===== config.mk =====
export PLATFORM = sky130hd
export DESIGN_NAME = tm1638_key_reader
export DESIGN_NICKNAME = d
export VERILOG_FILES = /design/src/rtl/tm1638_key_reader.sv
export SDC_FILE = /design/constraint.sdc
export NUM_CORES = 1
export LEC_CHECK = 0
export ABC_AREA = 1
export CORE_MARGIN = 1
export CORE_UTILIZATION = 55
export CTS_CLUSTER_SIZE = 24
export DETAILED_ROUTE_END_ITERATION = 16
export PLACE_DENSITY = 0.82
export SYNTH_ARGS = -nofsm -noshare
export SYNTH_HDL_FRONTEND = slang
export SYNTH_SLANG_ARGS = --single-unit

===== constraint.sdc =====
create_clock -name clk -period 2.3 [get_ports clk]
set_input_delay 0.46 -clock clk [delete_from_list [all_inputs] [get_ports clk]]
set_output_delay 0.46 -clock clk [all_outputs]
set_load 0.02 [all_outputs]

===== src/rtl/tm1638_key_reader.sv =====
// TM1638 key-scan reader: sends the 0x42 read command, releases DIO and shifts in
// four key bytes, then publishes the raw bytes together with a decoded 8-key vector.

module tm1638_key_reader #(
    parameter int CLK_DIV = 50,
    parameter int T_WAIT  = 200,
    parameter int T_HOLD  = 50
) (
    input  logic        clk,
    input  logic        rst,
    input  logic        scan_start,
    input  logic        dio_in,
    output logic        sclk,
    output logic        stb,
    output logic        dio_out,
    output logic        dio_oe,
    output logic        busy,
    output logic [7:0]  keys,
    output logic [31:0] raw,
    output logic        keys_valid
);

    typedef enum logic [2:0] {
        IDLE,
        SETUP,
        CMD,
        TURN,
        READ,
        HOLD,
        DONE
    } state_t;

    localparam int MAX_SLOT_WAIT = (2 * CLK_DIV > T_WAIT) ? 2 * CLK_DIV : T_WAIT;
    localparam int CNT_MAX       = (MAX_SLOT_WAIT > T_HOLD) ? MAX_SLOT_WAIT : T_HOLD;
    localparam int CNT_W         = $clog2(CNT_MAX);

    localparam logic [7:0]       SCAN_CMD   = 8'h42;
    localparam logic [CNT_W-1:0] HALF_CNT   = CNT_W'(CLK_DIV);
    localparam logic [CNT_W-1:0] SETUP_LAST = CNT_W'(CLK_DIV - 1);
    localparam logic [CNT_W-1:0] SLOT_LAST  = CNT_W'(2 * CLK_DIV - 1);
    localparam logic [CNT_W-1:0] WAIT_LAST  = CNT_W'(T_WAIT - 1);
    localparam logic [CNT_W-1:0] HOLD_LAST  = CNT_W'(T_HOLD - 1);
    localparam logic [CNT_W-1:0] CNT_ONE    = CNT_W'(1);

    state_t           state_q, state_d;
    logic [CNT_W-1:0] cnt_q, cnt_d;
    logic [4:0]       bit_q, bit_d;
    logic [31:0]      shadow_q, shadow_d;
    logic [31:0]      raw_q, raw_d;
    logic [7:0]       keys_q, keys_d;
    logic             sclk_q, sclk_d;
    logic             stb_q, stb_d;
    logic             dio_out_q, dio_out_d;
    logic             dio_oe_q, dio_oe_d;
    logic             busy_q, busy_d;
    logic             keys_valid_q, keys_valid_d;
    logic             dio_meta_q, dio_meta_d;
    logic             dio_sync_q, dio_sync_d;

    always_ff @(posedge clk or negedge rst) begin
        if (!rst) begin
            state_q      <= IDLE;
            cnt_q        <= '0;
            bit_q        <= '0;
            shadow_q     <= '0;
            raw_q        <= '0;
            keys_q       <= '0;
            sclk_q       <= 1'b1;
            stb_q        <= 1'b1;
            dio_out_q    <= 1'b1;
            dio_oe_q     <= 1'b0;
            busy_q       <= 1'b0;
            keys_valid_q <= 1'b0;
            dio_meta_q   <= 1'b1;
            dio_sync_q   <= 1'b1;
        end else begin
            state_q      <= state_d;
            cnt_q        <= cnt_d;
            bit_q        <= bit_d;
            shadow_q     <= shadow_d;
            raw_q        <= raw_d;
            keys_q       <= keys_d;
            sclk_q       <= sclk_d;
            stb_q        <= stb_d;
            dio_out_q    <= dio_out_d;
            dio_oe_q     <= dio_oe_d;
            busy_q       <= busy_d;
            keys_valid_q <= keys_valid_d;
            dio_meta_q   <= dio_meta_d;
            dio_sync_q   <= dio_sync_d;
        end
    end

    // Bus outputs are registered from the next state so they change cleanly on clock edges.
    always_comb begin
        state_d    = state_q;
        cnt_d      = cnt_q;
        bit_d      = bit_q;
        shadow_d   = shadow_q;
        raw_d      = raw_q;
        keys_d     = keys_q;
        dio_out_d  = dio_out_q;
        dio_meta_d = dio_in;
        dio_sync_d = dio_meta_q;

        case (state_q)
            IDLE: begin
                if (scan_start) begin
                    state_d   = SETUP;
                    cnt_d     = '0;
                    shadow_d  = '0;
                    dio_out_d = SCAN_CMD[0];
                end
            end
            SETUP: begin
                if (cnt_q == SETUP_LAST) begin
                    state_d = CMD;
                    cnt_d   = '0;
                    bit_d   = '0;
                end else begin
                    cnt_d = cnt_q + CNT_ONE;
                end
            end
            CMD: begin
                if (cnt_q == SLOT_LAST) begin
                    cnt_d = '0;
                    if (bit_q == 5'd7) begin
                        state_d = TURN;
                    end else begin
                        bit_d = bit_q + 5'd1;
                    end
                end else begin
                    cnt_d = cnt_q + CNT_ONE;
                end
            end
            TURN: begin
                if (cnt_q == WAIT_LAST) begin
                    state_d = READ;
                    cnt_d   = '0;
                    bit_d   = '0;
                end else begin
                    cnt_d = cnt_q + CNT_ONE;
                end
            end
            READ: begin
                if (cnt_q == HALF_CNT) begin
                    shadow_d[bit_q] = dio_sync_q;
                end
                if (cnt_q == SLOT_LAST) begin
                    cnt_d = '0;
                    if (bit_q == 5'd31) begin
                        state_d = HOLD;
                    end else begin
                        bit_d = bit_q + 5'd1;
                    end
                end else begin
                    cnt_d = cnt_q + CNT_ONE;
                end
            end
            HOLD: begin
                if (cnt_q == HOLD_LAST) begin
                    state_d = DONE;
                    cnt_d   = '0;
                    raw_d   = shadow_q;
                    for (int k = 0; k < 4; k++) begin
                        keys_d[k]     = shadow_q[8*k];
                        keys_d[k + 4] = shadow_q[8*k + 4];
                    end
                end else begin
                    cnt_d = cnt_q + CNT_ONE;
                end
            end
            DONE: begin
                state_d = IDLE;
            end
            default: begin
                state_d = IDLE;
                cnt_d   = '0;
            end
        endcase

        // A new command bit is presented only as SCLK falls at the start of its slot.
        if (state_d == CMD && cnt_d == '0) begin
            dio_out_d = SCAN_CMD[bit_d[2:0]];
        end
        if (state_d == DONE || state_d == IDLE) begin
            dio_out_d = 1'b1;
        end

        sclk_d       = !((state_d == CMD || state_d == READ) && cnt_d < HALF_CNT);
        stb_d        = (state_d == IDLE) || (state_d == DONE);
        dio_oe_d     = (state_d == SETUP) || (state_d == CMD);
        busy_d       = (state_d != IDLE);
        keys_valid_d = (state_d == DONE);
    end

    assign sclk       = sclk_q;
    assign stb        = stb_q;
    assign dio_out    = dio_out_q;
    assign dio_oe     = dio_oe_q;
    assign busy       = busy_q;
    assign keys       = keys_q;
    assign raw        = raw_q;
    assign keys_valid = keys_valid_q;

endmodule


# ---- After elaboration in Yosys (flattened, before gate mapping)
# Memory sizes are Yosys's and may differ from the RTL's.
# Index checks and enable logic that the tools add are counted.
dict set report op_classes {
  n_addsub 2
  magnitude_cmp 4
  eq_ne 24
  mux 32
  reduce_logical 21
}
# op n
set op_table {}
lappend op_table {{two-way mux 32 bit} 2}
lappend op_table {{case mux 32 bit (2 select lines)} 1}
lappend op_table {{case mux 8 bit (5 select lines)} 1}
lappend op_table {{bitwise mux 32 bit} 1}
lappend op_table {{two-way mux 8 bit} 4}
lappend op_table {{two-way mux 5 bit} 6}
lappend op_table {{two-way mux 3 bit} 8}
lappend op_table {{case mux 5 bit (4 select lines)} 1}
lappend op_table {{case mux 3 bit (6 select lines)} 1}
lappend op_table {{== test 8 x 6 -> 1 bit, second input constant} 2}
lappend op_table {{!= test 2 bit, second input constant} 8}
lappend op_table {{== test 3 bit, second input constant} 5}
lappend op_table {{== test 3 x 2 -> 1 bit, second input constant} 3}
lappend op_table {{nonzero test 3 bit} 3}
lappend op_table {{adder 8 x 1 -> 8 bit, second input constant} 1}
lappend op_table {{== test 8 x 7 -> 1 bit, second input constant} 1}
lappend op_table {{== test 8 bit, second input constant} 1}
lappend op_table {{logical NOT 8 bit} 1}
lappend op_table {{< comparator 8 x 6 -> 1 bit, second input constant} 1}
lappend op_table {{AND reduction 7 bit} 1}
lappend op_table {{== test 3 x 1 -> 1 bit, second input constant} 2}
lappend op_table {{logical NOT 3 bit} 2}
lappend op_table {{< comparator 5 x 6 -> 1 bit, second input constant} 1}
lappend op_table {{two-way mux 1 bit} 6}
lappend op_table {{14 further kinds} 20}
dict set report word_totals {
  reg_bits 96
  rom_bits 8
  inputBits 4
  output_inout_bits 46
  word_cells 99
  mem_count 1
}
# memory depth word_bits read_ports rd_clocked_by_memory_dff write_ports line_no
set mem_list {}
lappend mem_list {{(name not given)} 8 1 1 0 0 184} ;# dio_out_d = SCAN_CMD[bit_d[2:0]];

# ---- Longest topological paths before layout
# Gate-level depths: netlist (run 1).
dict set report logic_depth {
  depth_word 8
  depth_mapped 16
  mapped_depth_nobuf 16
}

# ---- Worst setup path after synthesis (run 1)
# Ideal clock, no wire load.
dict set report synth_timing {
  kind {register -> register}
  start {register bit_q[0]}
  end {register dio_out_q (netlist: dio_out)}
  setup_ns 0.082
  t_arrival_ns 1.856
  required_ns 2.218
  slack_ns 0.362
  path_stages_with_launch 17
  path_buffers 0
  period_less_slack_ns 1.938
  cell_sequence {dfrtp_1 ha_1 nand2_1 nor2_1 ha_1 inv_1 nor2_1 nor2_1 nand3_1 nor2_2 nand2_1 nand2_1 inv_2 nand3_1 nand2_1 nand2_1 nand3_1}
}
dict set report synth_via {
  elab_chain_cells 8
  word_cells_on_any_way 27
  cone_classes {1 x add/sub; 4 x eq/ne; 15 x mux; 6 x reduce/logical; 1 x memory}
}
# element line_no
set synth_rtl {}
lappend synth_rtl {{start: declaration} 47} ;# logic [4:0] bit_q, bit_d;
lappend synth_rtl {{start signal: assignment} 79} ;# bit_q <= bit_d;
lappend synth_rtl {{adder 5 x 1 -> 5 bit, or another cell as far along} {130, 154}}
lappend synth_rtl {{two-way mux 5 bit (on tied branches)} {151, 127}}
lappend synth_rtl {{two-way mux 5 bit (on tied branches)} {149, 125}}
lappend synth_rtl {{case mux 5 bit (4 select lines) *} 106} ;# case (state_q)
lappend synth_rtl {{net bit_d[0]} 47}
lappend synth_rtl {{memory (8 x 1 bit) *} -}
lappend synth_rtl {{two-way mux 1 bit (implied by the code) *} 184}
lappend synth_rtl {{two-way mux 1 bit *} 183} ;# if (state_d == CMD && cnt_d == '0) begin
lappend synth_rtl {{two-way mux 1 bit *} 186} ;# if (state_d == DONE || state_d == IDLE) begin
lappend synth_rtl {{end signal: assignment} 85} ;# dio_out_q <= dio_out_d;
lappend synth_rtl {{end: declaration} 53} ;# logic dio_out_q, dio_out_d;
# Mark *: on every way through the listed nets, which the timed path passes. The rest lies on a longest branch. The select of a mux whose other input is x is not followed.
# A chain may end at the register's enable or synchronous reset.

# ---- Final worst setup path (run 1)
dict set report layout_timing {
  start {register bit_q[1]}
  end {register dio_out_q (netlist: dio_out)}
}
dict set report layout_via {
  elab_chain_cells 8
  word_cells_on_any_way 27
  cone_classes {1 x add/sub; 4 x eq/ne; 15 x mux; 6 x reduce/logical; 1 x memory}
}
# element line_no
set layout_rtl {}
lappend layout_rtl {{== test 5 bit or == test 5 x 3 -> 1 bit (tied branches)} {151, 127}}
lappend layout_rtl {{two-way mux 5 bit (on tied branches)} {151, 127}}
lappend layout_rtl {{two-way mux 5 bit (on tied branches)} {149, 125}}
lappend layout_rtl {{case mux 5 bit (4 select lines) *} 106}
lappend layout_rtl {{net bit_d[0]} 47}
lappend layout_rtl {{memory (8 x 1 bit) *} -}
lappend layout_rtl {{two-way mux 1 bit (implied by the code) *} 184}
lappend layout_rtl {{two-way mux 1 bit *} 183}
lappend layout_rtl {{two-way mux 1 bit *} 186}
# Marks and branches as above.

==> results of run 1 <==
worst max-delay path by stage:
stage                     startpoint       to
after floorplan             bit_q[0]  dio_out
after global routing        bit_q[0]  dio_out
after global placement      bit_q[0]  dio_out
final                       bit_q[1]  dio_out
after detailed placement    bit_q[0]  dio_out
after CTS                   bit_q[0]  dio_out
synth_stat cells, drive strengths merged:
| cell type | count | area (µm²) |
|---|---|---|
| a21oi | 25 | 128.9 |
| a31oi | 1 | 6.260 |
| buf | 17 | 105.1 |
| clkbuf | 10 | 37.54 |
| dfrtp | 83 | 2077 |
| dfstp | 5 | 131.4 |
| ha | 8 | 100.1 |
| inv | 81 | 304.0 |
| mux2 | 20 | 225.2 |
| nand2 | 111 | 429.2 |
| nand3 | 30 | 177.7 |
| nand3b | 1 | 7.510 |
| nand4 | 7 | 43.79 |
| nor2 | 61 | 239.0 |
| nor3 | 7 | 35.03 |
| o21ai | 43 | 215.2 |
| o21bai | 1 | 7.510 |
| o22ai | 13 | 81.33 |
| o31ai | 19 | 142.6 |
| xor2 | 4 | 35.03 |
worst max-delay path, delay by kind of cell, from the launching register on:
kind | cells | cell delay, ns
adder cells (fa/ha/maj) | 2 | 0.49
AND/OR/NAND/NOR | 12 | 1.06
buffers and inverters | 2 | 0.10
flip-flops | 1 | 0.45
cells by family after synthesis:
family	Yosys count	share of synthesized area (%)
simple gates	217	20.58
compound gates	102	12.85
buf+inv	108	9.862
fa+ha+maj	8	2.210
flops	88	48.76
mux	20	4.972
xor+xnor	4	0.7734
cell usage in the layout (no fill, tap or decap):
master / instances
nand2_1: 106
dfrtp_1: 82
inv_1: 75
nor2_1: 57
clkdlybuf4s50_1: 48
o21ai_0: 38
nand3_1: 26
a21oi_1: 24
mux2_2: 20
o31ai_1: 19
o22ai_1: 13
buf_4: 13
clkbuf_8: 9
nor3_1: 7
nand4_1: 7
ha_1: 7
inv_2: 6
nand2_2: 5
o21ai_1: 5
dfstp_2: 5
nor2_2: 4
xor2_1: 4
nand3_2: 3
inv_6: 3
clkinv_4: 2
nand3_4: 1
o21bai_1: 1
a21oi_2: 1
nand3b_1: 1
a31oi_1: 1
ha_2: 1
bufinv_16: 1
clkbuf_1: 1
dfrtp_2: 1
buf_12: 1
final cells by class:
cell class	count	area (µm²)	area share [%]
Tap cell	102	127.6	2.400
Multi-Input combinational cell	351	1877	35.29
Clock buffer	10	127.6	2.400
Timing Repair Buffer	62	598.1	11.25
Clock inverter	6	73.82	1.388
Sequential cell	88	2210	41.55
Inverter	81	304.0	5.718
where the power goes:
group / total [µW] / leakage (µW) / switching (µW) / internal, µW
logic: 1180 / 0.00124 / 796 / 388
registers: 1750 / 0.00119 / 98.0 / 1660
clock network: 1090 / 0.000102 / 575 / 518
total: 4030 / 0.00253 / 1470 / 2560
sequential cells by signal, indices dropped and copies added, names as in the netlist:
name	flops
dio_meta_q	1
busy	1
stb	1
dio_out	1
shadow_q	32
raw	32
dio_oe	1
state_q	3
dio_sync_q	1
keys_valid	1
sclk	1
bit_q	5
cnt_q	8
layer usage:
layer	global-route usage (%)	routed length, µm	part of all wire, %	vias to the layer above
met5	0	0	0	-
met4	10.77	221	2.2	0
met3	3.777	352	3.6	21
met2	42.72	4892	49	105
met1	31.93	4448	45	1789
li1	-	-	-	1857
stage by stage:
step	setup WS, ns	area (µm²)
after detailed placement	0.1558	5112
after CTS	0.1523	5314
final	0.1423	5318
after global placement	0.1802	5112
after floorplan	0.3624	4529
after global routing	0.001863	5318
==> flow_summary.yaml, run 1 <==
timing:
  drv_slew: 0
  worstMarginPinSlew_ns: 0.5836
  period_share_pct: 93.81
  fmax_mhz: 463.5
  fin_setup_tns_ns: 0
  rsz0062_at_grt: "false"
  finalSetupViolCount: 0
  fin_skew_ns: 0.01532
  hold_ws_ns: 0.08067
  final-hold-violation-count: 0
  slew_headroom_pct: 61.09
  period_minus_slack_ns: 2.158
global_route:
  grt_pass1_vias: 3579
  grt_overflow_total: 0
  antenna_found_initial: 0
  grt_pass1_wl_um: 16730
  grt_max_degree: 46
  track_usage_pct: 25.12
synth:
  syn_inst: 547
  synth.distinct_cells: 28
  synth.avg_cell_area_um2: 8.280
  synth_warnings: 0
  ys_ff_latch: 88
  ys_seq_area_share_pct: 48.76
  syn-num-nets: 559
  synth_area_um2: 4529
layout:
  fillCellCount: 658
  final_util_pct: 67.76
  drive_gt1_share_pct: 12.71
  antennaDiodeCount: 0
  fin_nets: 605
  area_growth_pct: 17.40
  finalNonFillerCells: 700
setup_path:
  rr_endpoint: "dio_out"
  startpoint_type: "flip-flop"
  r2r_start: "bit_q[1]"
  reg2regPathDepth: 16
  cp.required_ns: 2.60
  worstSetupEndpointType: "flip-flop"
  crit_path_max_fanout: 5
  r2r_slack_ns: 0.14
  cpMostUsedCell: "nand2_1"
  path_cells: "ha_1 -> nand2_1 -> nor2_1 -> ha_1 -> inv_1 -> nor2_1 -> nor2_1 -> nand3_1 -> nor2_2 -> nand2_1 -> nand2_1 -> inv_2 -> nand3_1 -> nand2_1 -> nand2_1 -> nand3_1"
  slowest_stage: "dfrtp_1"
  crit_type: "reg2reg"
  slowest_delay_ns: 0.45
  worstPathArrival_ns: 2.46
placement:
  dp_hpwl_um: 7229
  place.gp.congestion: 0.8652
  post-place-cells: 684
  port_buffers: 49
hold_path:
  hold_class: "in2async"
power:
  powerDensity_nw_per_um2: 758.0
  finalPower_uw: 4031
  ir_drop_uv: 502.9
  leakagePower_uw: 0.002534
flow_run:
  max_cap_viol_count: 0
routing:
  vias: 3772
  wire_per_inst_um: 14.16
  first_pass_iters: 7
  drc: 0
  routed_via_density: 5.389
  postRouteWirelength_um: 9915
  drt_iter0_markers: 276
  ant_nets: 0
die:
  start_util_pct: 57.72
  die_h_um: 92.75
  chipWidth_um: 92.75
  ioPinCount: 50
  core_area_um2: 7848
  placementRows: 32
  die-area_um2: 8602
cts:
  post_cts_resized: 0
  post_cts_buffers: 0
  htreeDepth: 3
  cts_buffers: 9
  ctsHoldBuffers: 0
  cts.sinks: 88
  clk_pin_slew_ns: 0.09
  cts_tree: "built"
  root_buffer: "clkbuf_8"
  clock_path_buffers: 2
  insertion_delay_ns: 0.36
run_status:
  status: "complete, no violations"
(Power assumes the default switching activity.)
==> inputs of run 2 (changes only) <==
HOLD_SLACK_MARGIN = 0.03   (was unset)
==> results of run 2 <==
Final layout, timing and power as in run 1 (identical DEF).
==> inputs of run 3 (changes only) <==
SKIP_CTS_REPAIR_TIMING = 1   (was unset)
==> results of run 3 <==
Final layout, timing and power as in run 1 (identical DEF).
